File: src/rtl/mem_pkg.sv
// Shared definitions for the parametrised synchronous memory.
//   RD_LAT_MIN/MAX : supported read latencies
//   rd_req_t       : read request carried down the read pipeline
//   be_merge()     : byte-enable merge of a write into an existing word
// Widths are fixed at their maximum here; users zero-extend into and slice out of them.
package mem_pkg;

    localparam int unsigned RD_LAT_MIN = 1;
    localparam int unsigned RD_LAT_MAX = 2;
    localparam int unsigned ADDR_W_MAX = 32;
    localparam int unsigned DATA_W_MAX = 64;
    localparam int unsigned BE_W_MAX   = DATA_W_MAX / 8;

    typedef struct packed {
        logic [ADDR_W_MAX-1:0] addr;
        logic                  valid;
        logic                  oob;
    } rd_req_t;

    function automatic logic [DATA_W_MAX-1:0] be_merge(
        input logic [DATA_W_MAX-1:0] old_word,
        input logic [DATA_W_MAX-1:0] new_word,
        input logic [BE_W_MAX-1:0]   be
    );
        logic [DATA_W_MAX-1:0] merged;
        for (int i = 0; i < int'(BE_W_MAX); i++) begin
            merged[8*i +: 8] = be[i] ? new_word[8*i +: 8] : old_word[8*i +: 8];
        end
        return merged;
    endfunction

endpackage

File: src/rtl/mem_rd_pipe.sv
// Read-return pipeline: RD_LAT stages of request + data, flushed by synchronous reset.
// Ports:
//   clk_i  : clock
//   rst_i  : synchronous active-high reset, clears every stage
//   req_i  : read request issued this cycle (valid/oob/addr)
//   data_i : read data resolved at issue time
//   req_o  : request leaving the last stage
//   data_o : data of the last stage; holds its value while no valid request passes
module mem_rd_pipe
    import mem_pkg::*;
#(
    parameter int unsigned DATA_W = 8,
    parameter int unsigned RD_LAT = 1
) (
    input  logic              clk_i,
    input  logic              rst_i,
    input  rd_req_t           req_i,
    input  logic [DATA_W-1:0] data_i,
    output rd_req_t           req_o,
    output logic [DATA_W-1:0] data_o
);

    rd_req_t           req_q  [RD_LAT];
    logic [DATA_W-1:0] data_q [RD_LAT];

    // Data registers only load behind a valid request so the output holds the last read.
    always_ff @(posedge clk_i) begin
        if (rst_i) begin
            for (int k = 0; k < int'(RD_LAT); k++) begin
                req_q[k]  <= '0;
                data_q[k] <= '0;
            end
        end else begin
            req_q[0] <= req_i;
            if (req_i.valid) begin
                data_q[0] <= data_i;
            end
            for (int k = 1; k < int'(RD_LAT); k++) begin
                req_q[k] <= req_q[k-1];
                if (req_q[k-1].valid) begin
                    data_q[k] <= data_q[k-1];
                end
            end
        end
    end

    assign req_o  = req_q[RD_LAT-1];
    assign data_o = data_q[RD_LAT-1];

endmodule

File: src/rtl/param_sync_mem.sv
// Parametrised single-port synchronous memory with byte enables, 1- or 2-cycle read
// latency, selectable read-during-write policy and out-of-range error strobe.
// Ports:
//   clk_i      : clock, all logic on posedge
//   rst_i      : synchronous active-high reset (clears memory, flushes reads)
//   addr_i     : word address shared by read and write
//   wr_en_i    : write request
//   rd_en_i    : read request
//   wdata_i    : write data
//   be_i       : byte enables, bit i gates wdata_i[8i+7:8i]
//   rdata_o    : read data, meaningful when rd_valid_o=1, otherwise holds
//   rd_valid_o : one-cycle strobe RD_LAT cycles after an accepted read
//   err_o      : one-cycle strobe for an out-of-range access
module param_sync_mem
    import mem_pkg::*;
#(
    parameter int unsigned DATA_W   = 8,
    parameter int unsigned ADDR_W   = 2,
    parameter int unsigned DEPTH    = 4,
    parameter int unsigned RD_LAT   = 1,
    parameter int unsigned WR_FIRST = 1
) (
    input  logic                clk_i,
    input  logic                rst_i,
    input  logic [ADDR_W-1:0]   addr_i,
    input  logic                wr_en_i,
    input  logic                rd_en_i,
    input  logic [DATA_W-1:0]   wdata_i,
    input  logic [DATA_W/8-1:0] be_i,
    output logic [DATA_W-1:0]   rdata_o,
    output logic                rd_valid_o,
    output logic                err_o
);

    localparam int unsigned BE_W = DATA_W / 8;

    logic [DATA_W-1:0]     mem_q [DEPTH];
    logic [DATA_W-1:0]     mem_d [DEPTH];
    logic [ADDR_W_MAX-1:0] addr_ext;
    logic                  in_range;
    logic                  wr_fire;
    logic [DATA_W-1:0]     cur_word;
    logic [DATA_W-1:0]     merged_word;
    logic [DATA_W-1:0]     rd_data;
    logic [DATA_W_MAX-1:0] cur_ext;
    logic [DATA_W_MAX-1:0] wdata_ext;
    logic [DATA_W_MAX-1:0] merged_ext;
    logic [BE_W_MAX-1:0]   be_ext;
    logic                  wr_err_d;
    logic                  wr_err_q;
    rd_req_t               rd_req;
    rd_req_t               rd_req_out;
    logic [DATA_W-1:0]     pipe_data;
    logic                  unused_merged;
    logic                  unused_req_addr;

    assign addr_ext = {{(ADDR_W_MAX-ADDR_W){1'b0}}, addr_i};
    assign in_range = addr_ext < DEPTH;
    assign wr_fire  = wr_en_i & in_range;
    assign cur_word = in_range ? mem_q[addr_i] : '0;

    always_comb begin
        cur_ext                 = '0;
        cur_ext[DATA_W-1:0]     = cur_word;
        wdata_ext               = '0;
        wdata_ext[DATA_W-1:0]   = wdata_i;
        be_ext                  = '0;
        be_ext[BE_W-1:0]        = be_i;
        merged_ext              = be_merge(cur_ext, wdata_ext, be_ext);
        merged_word             = merged_ext[DATA_W-1:0];
    end

    assign unused_merged = ^merged_ext;

    always_comb begin
        for (int unsigned i = 0; i < DEPTH; i++) begin
            mem_d[i] = mem_q[i];
            if (wr_fire && (addr_ext == i)) begin
                mem_d[i] = merged_word;
            end
        end
    end

    // Read data is resolved at issue so later writes cannot leak into an in-flight read.
    always_comb begin
        rd_data = cur_word;
        if (!in_range) begin
            rd_data = '0;
        end else if ((WR_FIRST != 0) && wr_en_i) begin
            rd_data = merged_word;
        end
    end

    always_comb begin
        rd_req       = '0;
        rd_req.addr  = addr_ext;
        rd_req.valid = rd_en_i;
        rd_req.oob   = rd_en_i & ~in_range;
    end

    // A combined out-of-range write+read reports once, through the read pipeline.
    assign wr_err_d = wr_en_i & ~in_range & ~rd_en_i;

    always_ff @(posedge clk_i) begin
        if (rst_i) begin
            for (int unsigned i = 0; i < DEPTH; i++) begin
                mem_q[i] <= '0;
            end
            wr_err_q <= 1'b0;
        end else begin
            for (int unsigned i = 0; i < DEPTH; i++) begin
                mem_q[i] <= mem_d[i];
            end
            wr_err_q <= wr_err_d;
        end
    end

    mem_rd_pipe #(
        .DATA_W (DATA_W),
        .RD_LAT (RD_LAT)
    ) u_rd_pipe (
        .clk_i  (clk_i),
        .rst_i  (rst_i),
        .req_i  (rd_req),
        .data_i (rd_data),
        .req_o  (rd_req_out),
        .data_o (pipe_data)
    );

    assign unused_req_addr = ^rd_req_out.addr;

    // Reset outranks a strobe already sitting in the output stage.
    assign rdata_o    = pipe_data;
    assign rd_valid_o = rd_req_out.valid & ~rst_i;
    assign err_o      = (rd_req_out.oob | wr_err_q) & ~rst_i;

endmodule

File: config.mk
export PLATFORM = sky130hd
export DESIGN_NAME = param_sync_mem
export DESIGN_NICKNAME = d
export VERILOG_FILES = /design/src/rtl/mem_pkg.sv /design/src/rtl/mem_rd_pipe.sv /design/src/rtl/param_sync_mem.sv
export SDC_FILE = /design/constraint.sdc
export NUM_CORES = 1
export LEC_CHECK = 0
export ABC_CLOCK_PERIOD_IN_PS = 3700
export BUFFER_PORTS_ARGS = -buffer_cell sky130_fd_sc_hd__buf_2
export CORE_ASPECT_RATIO = 1.75
export CORE_MARGIN = 3
export CORE_UTILIZATION = 32
export DETAILED_ROUTE_END_ITERATION = 10
export PLACE_DENSITY_LB_ADDON = 0.2
export SETUP_SLACK_MARGIN = 0.5
export SYNTH_ARGS = -nofsm -noshare
export SYNTH_HDL_FRONTEND = slang
export SYNTH_HIERARCHICAL = 1
export SYNTH_SLANG_ARGS = --single-unit
File: constraint.sdc
create_clock -name clk_i -period 3.7 [get_ports clk_i]
set_clock_uncertainty 0.05 [all_clocks]
set_input_delay 0.37 -clock clk_i [delete_from_list [all_inputs] [get_ports clk_i]]
set_output_delay 0.37 -clock clk_i [all_outputs]
set_load 0.03 [all_outputs]
* Word-level counts from Yosys, hierarchy flattened
Memories as Yosys holds them, arrays and structs flattened. Index checks and enable logic that the tools add are counted. W data, S select, Z words.
Word-level totals: flip-flop bits (word level) 1, bits in writable memories 44, word-level logic and storage cells 59, memories kept 3
Memory list:
- mem_q | depth 4, width 8, rd ports 1, clocked after Yosys merged registers in 0, write ports 4, RTL line param_sync_mem.sv:37 | logic [DATA_W-1:0] mem_q [DEPTH];
- u_rd_pipe.data_q | depth 1, width 8, rd ports 1, clocked after Yosys merged registers in 0, write ports 1, RTL line mem_rd_pipe.sv:24 | logic [DATA_W-1:0] data_q [RD_LAT];
- u_rd_pipe.req_q | depth 1, width 4, rd ports 1, clocked after Yosys merged registers in 0, write ports 1, RTL line mem_rd_pipe.sv:23 | rd_req_t req_q [RD_LAT];
Operators by class: order comparisons 1, equal/unequal tests 7, mux-type cells 22, bitwise logic cells 14, reductions and logical operators 11
Operators by type and width (count):
- $mux W8 | 13
- $logic_not A32 Y1 | 1
- $mux W1 | 8
- $reduce_and A2 Y1 | 4
- $reduce_or A8 Y1 | 1
- $and A1 B1 Y1 | 6
- $or A1 B1 Y1 | 5
- $eq A2 B2 Y1 const B | 2
- $logic_and A1 B1 Y1 | 4
- $mux W4 | 1
- $ne A1 B1 Y1 const B | 4
- $reduce_or A4 Y1 | 1
- $lt A2 B3 Y1 const B | 1
- $not A1 Y1 | 3
- $eq A2 B1 Y1 const B | 1

* Longest topological paths before layout
word-level depth 6, depth in mapped cells 6, gate-level depth less buffers 4

* Modules after synthesis
Netlist, hierarchy kept.
Modules (own cells, without submodules):
- param_sync_mem | instances 1, cells an instance 158, area an instance 1781.7 sq um
- mem_rd_pipe | instances 1, cells an instance 89, area an instance 1232.4 sq um

* Worst setup path before layout
OpenSTA, ideal clock, no wires.
path type input to register, start input port addr_i[1], end memory mem_q[2][0], enable pin, setup time 0.375 ns, arrival time 1.180 ns, required time 3.275 ns, slack 2.095 ns, stages on the path 4, buffers on the path 2, cells stage by stage buf_4 > buf_4 > inv_1 > o21bai_1
RTL lines:
- start: declaration | RTL line param_sync_mem.sv:25 | input logic [ADDR_W-1:0] addr_i,
- end: declaration | RTL line param_sync_mem.sv:37

==> impl_summary.log <==
INFO  metric synth_warnings = 6
INFO  metric cp-end-kind = register
INFO  metric num_io_pins = 25
INFO  metric syn2layout_area_growth = 12.1%
INFO  metric post_drt_via_cell_ratio = 4.91
INFO  metric maxSlewHeadroom = 47.9%
INFO  metric cell_chain_of_the_critical_path = buf_2 -> inv_1 -> o21bai_1
INFO  metric grt_setup_unrepaired = no
INFO  metric groute.usage.overall = 12.8%
INFO  metric grt_pass1_wl = 7220 um
INFO  metric place_hpwl = 3400 um
INFO  metric cp_data_required_time = 3.56 ns
INFO  metric grt_antenna_before_repair = 0
INFO  metric fp.dieArea = 0.00782 sq mm
INFO  metric cts_buffer_depth = 2
INFO  metric cts_repair_resize_count = 0
INFO  metric hold_path.class = primary input to register
INFO  metric cts_hold_buffers = 0
INFO  metric clock_insertion_delay_worst_skew = 0.28 ns
INFO  metric final_hold_viol_count = 0
INFO  metric drtAntennaViolNets = 0
INFO  metric leakage = 1.02 nW
INFO  metric r2r-end = u_rd_pipe/data_q[0][5]
INFO  metric timing.critical_path.arrival = 1.56 ns
INFO  metric detailed_routing_iteration_count_for_the_pre_antenna_repair_pass = 4
INFO  metric detailed_place.area = 0.00228 sq mm
INFO  metric numCtsBuffers = 5
INFO  metric h-tree-depth = 2
INFO  metric finish.utilization = 37.1%
INFO  metric timing.critical_path.max_delay_family = compound AO/OA/AOI/OAI gates
INFO  metric mappedNetlistNets = 196
INFO  metric stdcell_count = 283
INFO  metric placer_s_final_routability_congestion_estimate = 0.745
INFO  metric postSynthCellCount = 181
INFO  metric wirelength = 4580 um
INFO  metric die-width = 68.2 um
INFO  metric fin_crit = 1.70 ns
INFO  metric mean_routed_wirelength_per_cell = 16.2 um
INFO  metric root_buffer = sky130_fd_sc_hd__clkbuf_16
INFO  metric placed_cells_incl_taps = 275
INFO  metric crit_path_max_incr_delay = 0.61 ns
INFO  metric grt_start_max_net_pins = 24
INFO  metric die_h = 115 um
INFO  metric initial_core_util = 33.1%
INFO  metric n_antenna_cell = 0
INFO  metric worst-path-buf-inv = 2
INFO  metric dpl_ws = 1.67 ns
INFO  metric max_freq = 587 MHz
INFO  metric number_of_buffers_added_for_setup_after_cts = 0
INFO  metric setup_viol = 0
INFO  metric peakVddDrop = 164 uV
INFO  metric overflow = 0
INFO  metric vias = 1390
INFO  metric worst_hold_path.endpoint = u_rd_pipe/req_q[0][1]
INFO  metric cts_num_sinks = 42
INFO  metric remaining_design_rule_violation_count = 0
INFO  metric min_period_over_period = 46.0%
INFO  metric worstPathMaxFanout = 23
INFO  metric cts.reportedPaths.clkPinSlew = 0.06 ns
INFO  metric timing.reg2reg.worst_path_depth = 4
INFO  metric final_max_slew_viol_count = 0
INFO  metric result_of_the_run = finished, final reports clean
INFO  metric setup-tns-final = 0 ns
INFO  metric worst_setup_margin = 2.00 ns
INFO  metric filler_cell_count = 649
INFO  metric power_density = 459 mW/mm^2
INFO  metric drive_gt1_share = 17.9%
INFO  metric worst_hold_startpoint = rd_en_i
INFO  metric regToRegSetupSlack = 2.40 ns
INFO  metric vias_in_the_first_global_route = 1364
INFO  metric whs_path_depth = 2
INFO  metric mean_syn_cell_area = 12.0 sq um
INFO  metric final_design_area_no_fill = 0.00243 sq mm
INFO  metric core_region_area = 0.00654 sq mm
INFO  metric regToRegStartpoint = mem_q[3][5]
INFO  metric port_buffers = 24
INFO  metric tritoncts = built
INFO  metric std_cell_rows = 39
INFO  metric worst_slew_pin_slew = 0.780 ns
INFO  metric critical_path_cell_count = 3
INFO  metric drtIter0Drc = 101
INFO  metric synth_area = 0.00216 sq mm
INFO  metric maxCapViolCount = 0
INFO  metric cp-start-kind = primary input
INFO  metric layout.nets = 215
INFO  metric setup.worst_path.class = primary input to register
INFO  metric timing.critical_path.slowest_stage_cell = sky130_fd_sc_hd__o21bai_1
==> cells in the final DEF, fill, tap and decap left out, types with 2 or more instances in the layout <==
master,count
sky130_fd_sc_hd__a22o_1,8
sky130_fd_sc_hd__a22oi_1,8
sky130_fd_sc_hd__and3b_1,8
sky130_fd_sc_hd__buf_2,24
sky130_fd_sc_hd__clkbuf_16,5
sky130_fd_sc_hd__dfxtp_1,2
sky130_fd_sc_hd__edfxtp_1,40
sky130_fd_sc_hd__inv_1,9
sky130_fd_sc_hd__mux2i_1,16
sky130_fd_sc_hd__nand2_1,2
sky130_fd_sc_hd__nor2_1,32
sky130_fd_sc_hd__nor2b_1,7
sky130_fd_sc_hd__o21a_1,8
sky130_fd_sc_hd__o21ai_0,6
sky130_fd_sc_hd__o21ai_1,10
sky130_fd_sc_hd__o21bai_1,2
sky130_fd_sc_hd__or2_1,2
==> through the flow <==
stage | power (W) | hold slack, ns
after detailed placement | 0.000707 | 0.548
final | 0.00111 | 0.363
after global placement | 0.000707 | 0.538
after global routing | 0.00116 | 0.374
after floorplan | 0.000673 | 0.448
after CTS | 0.00113 | 0.362
==> worst max path at each step <==
| stage | from | endpoint | slack [ns] |
|---|---|---|---|
| 6_report | addr_i[1] | mem_q[2][3] | 2.00 |
| 3_5_place_dp | addr_i[1] | mem_q[2][1] | 1.67 |
| 3_3_place_gp | addr_i[1] | mem_q[2][1] | 1.68 |
| 4_1_cts | addr_i[1] | mem_q[2][3] | 1.96 |
| 2_1_floorplan | addr_i[1] | mem_q[2][0] | 2.09 |
| 5_1_grt | addr_i[1] | mem_q[2][3] | 1.86 |
==> where the power goes <==
part / internal (W) / switching (W)
registers: 0.000551 / 0.00000914
logic: 0.0000478 / 0.0000875
clock network: 0.000246 / 0.000172
total: 0.000845 / 0.000269
==> routing by layer <==
layer	up-vias	track usage [%]	share of wire (%)
met5	-	0	0
met3	8	2.64	4.0
met1	656	14.7	39
li1	693	-	-
met2	33	21.9	54
met4	0	6.51	2.7
==> final cells by class <==
cell class,instances,area (sq um),area share [%]
flip-flops and latches,42,1240,51.2
well taps,82,103,4.23
clock inverters,3,16.3,0.670
clock buffers,5,125,5.16
inverters,9,33.8,1.39
multi-input cells,118,787,32.4
repair buffers,24,120,4.95
==> flip-flops by register name (all words and copies together) (netlist names) <==
signal / count
mem_q: 32
u_rd_pipe/data_q: 8
u_rd_pipe/req_q: 2
Power figures use the tool's default switching activity.
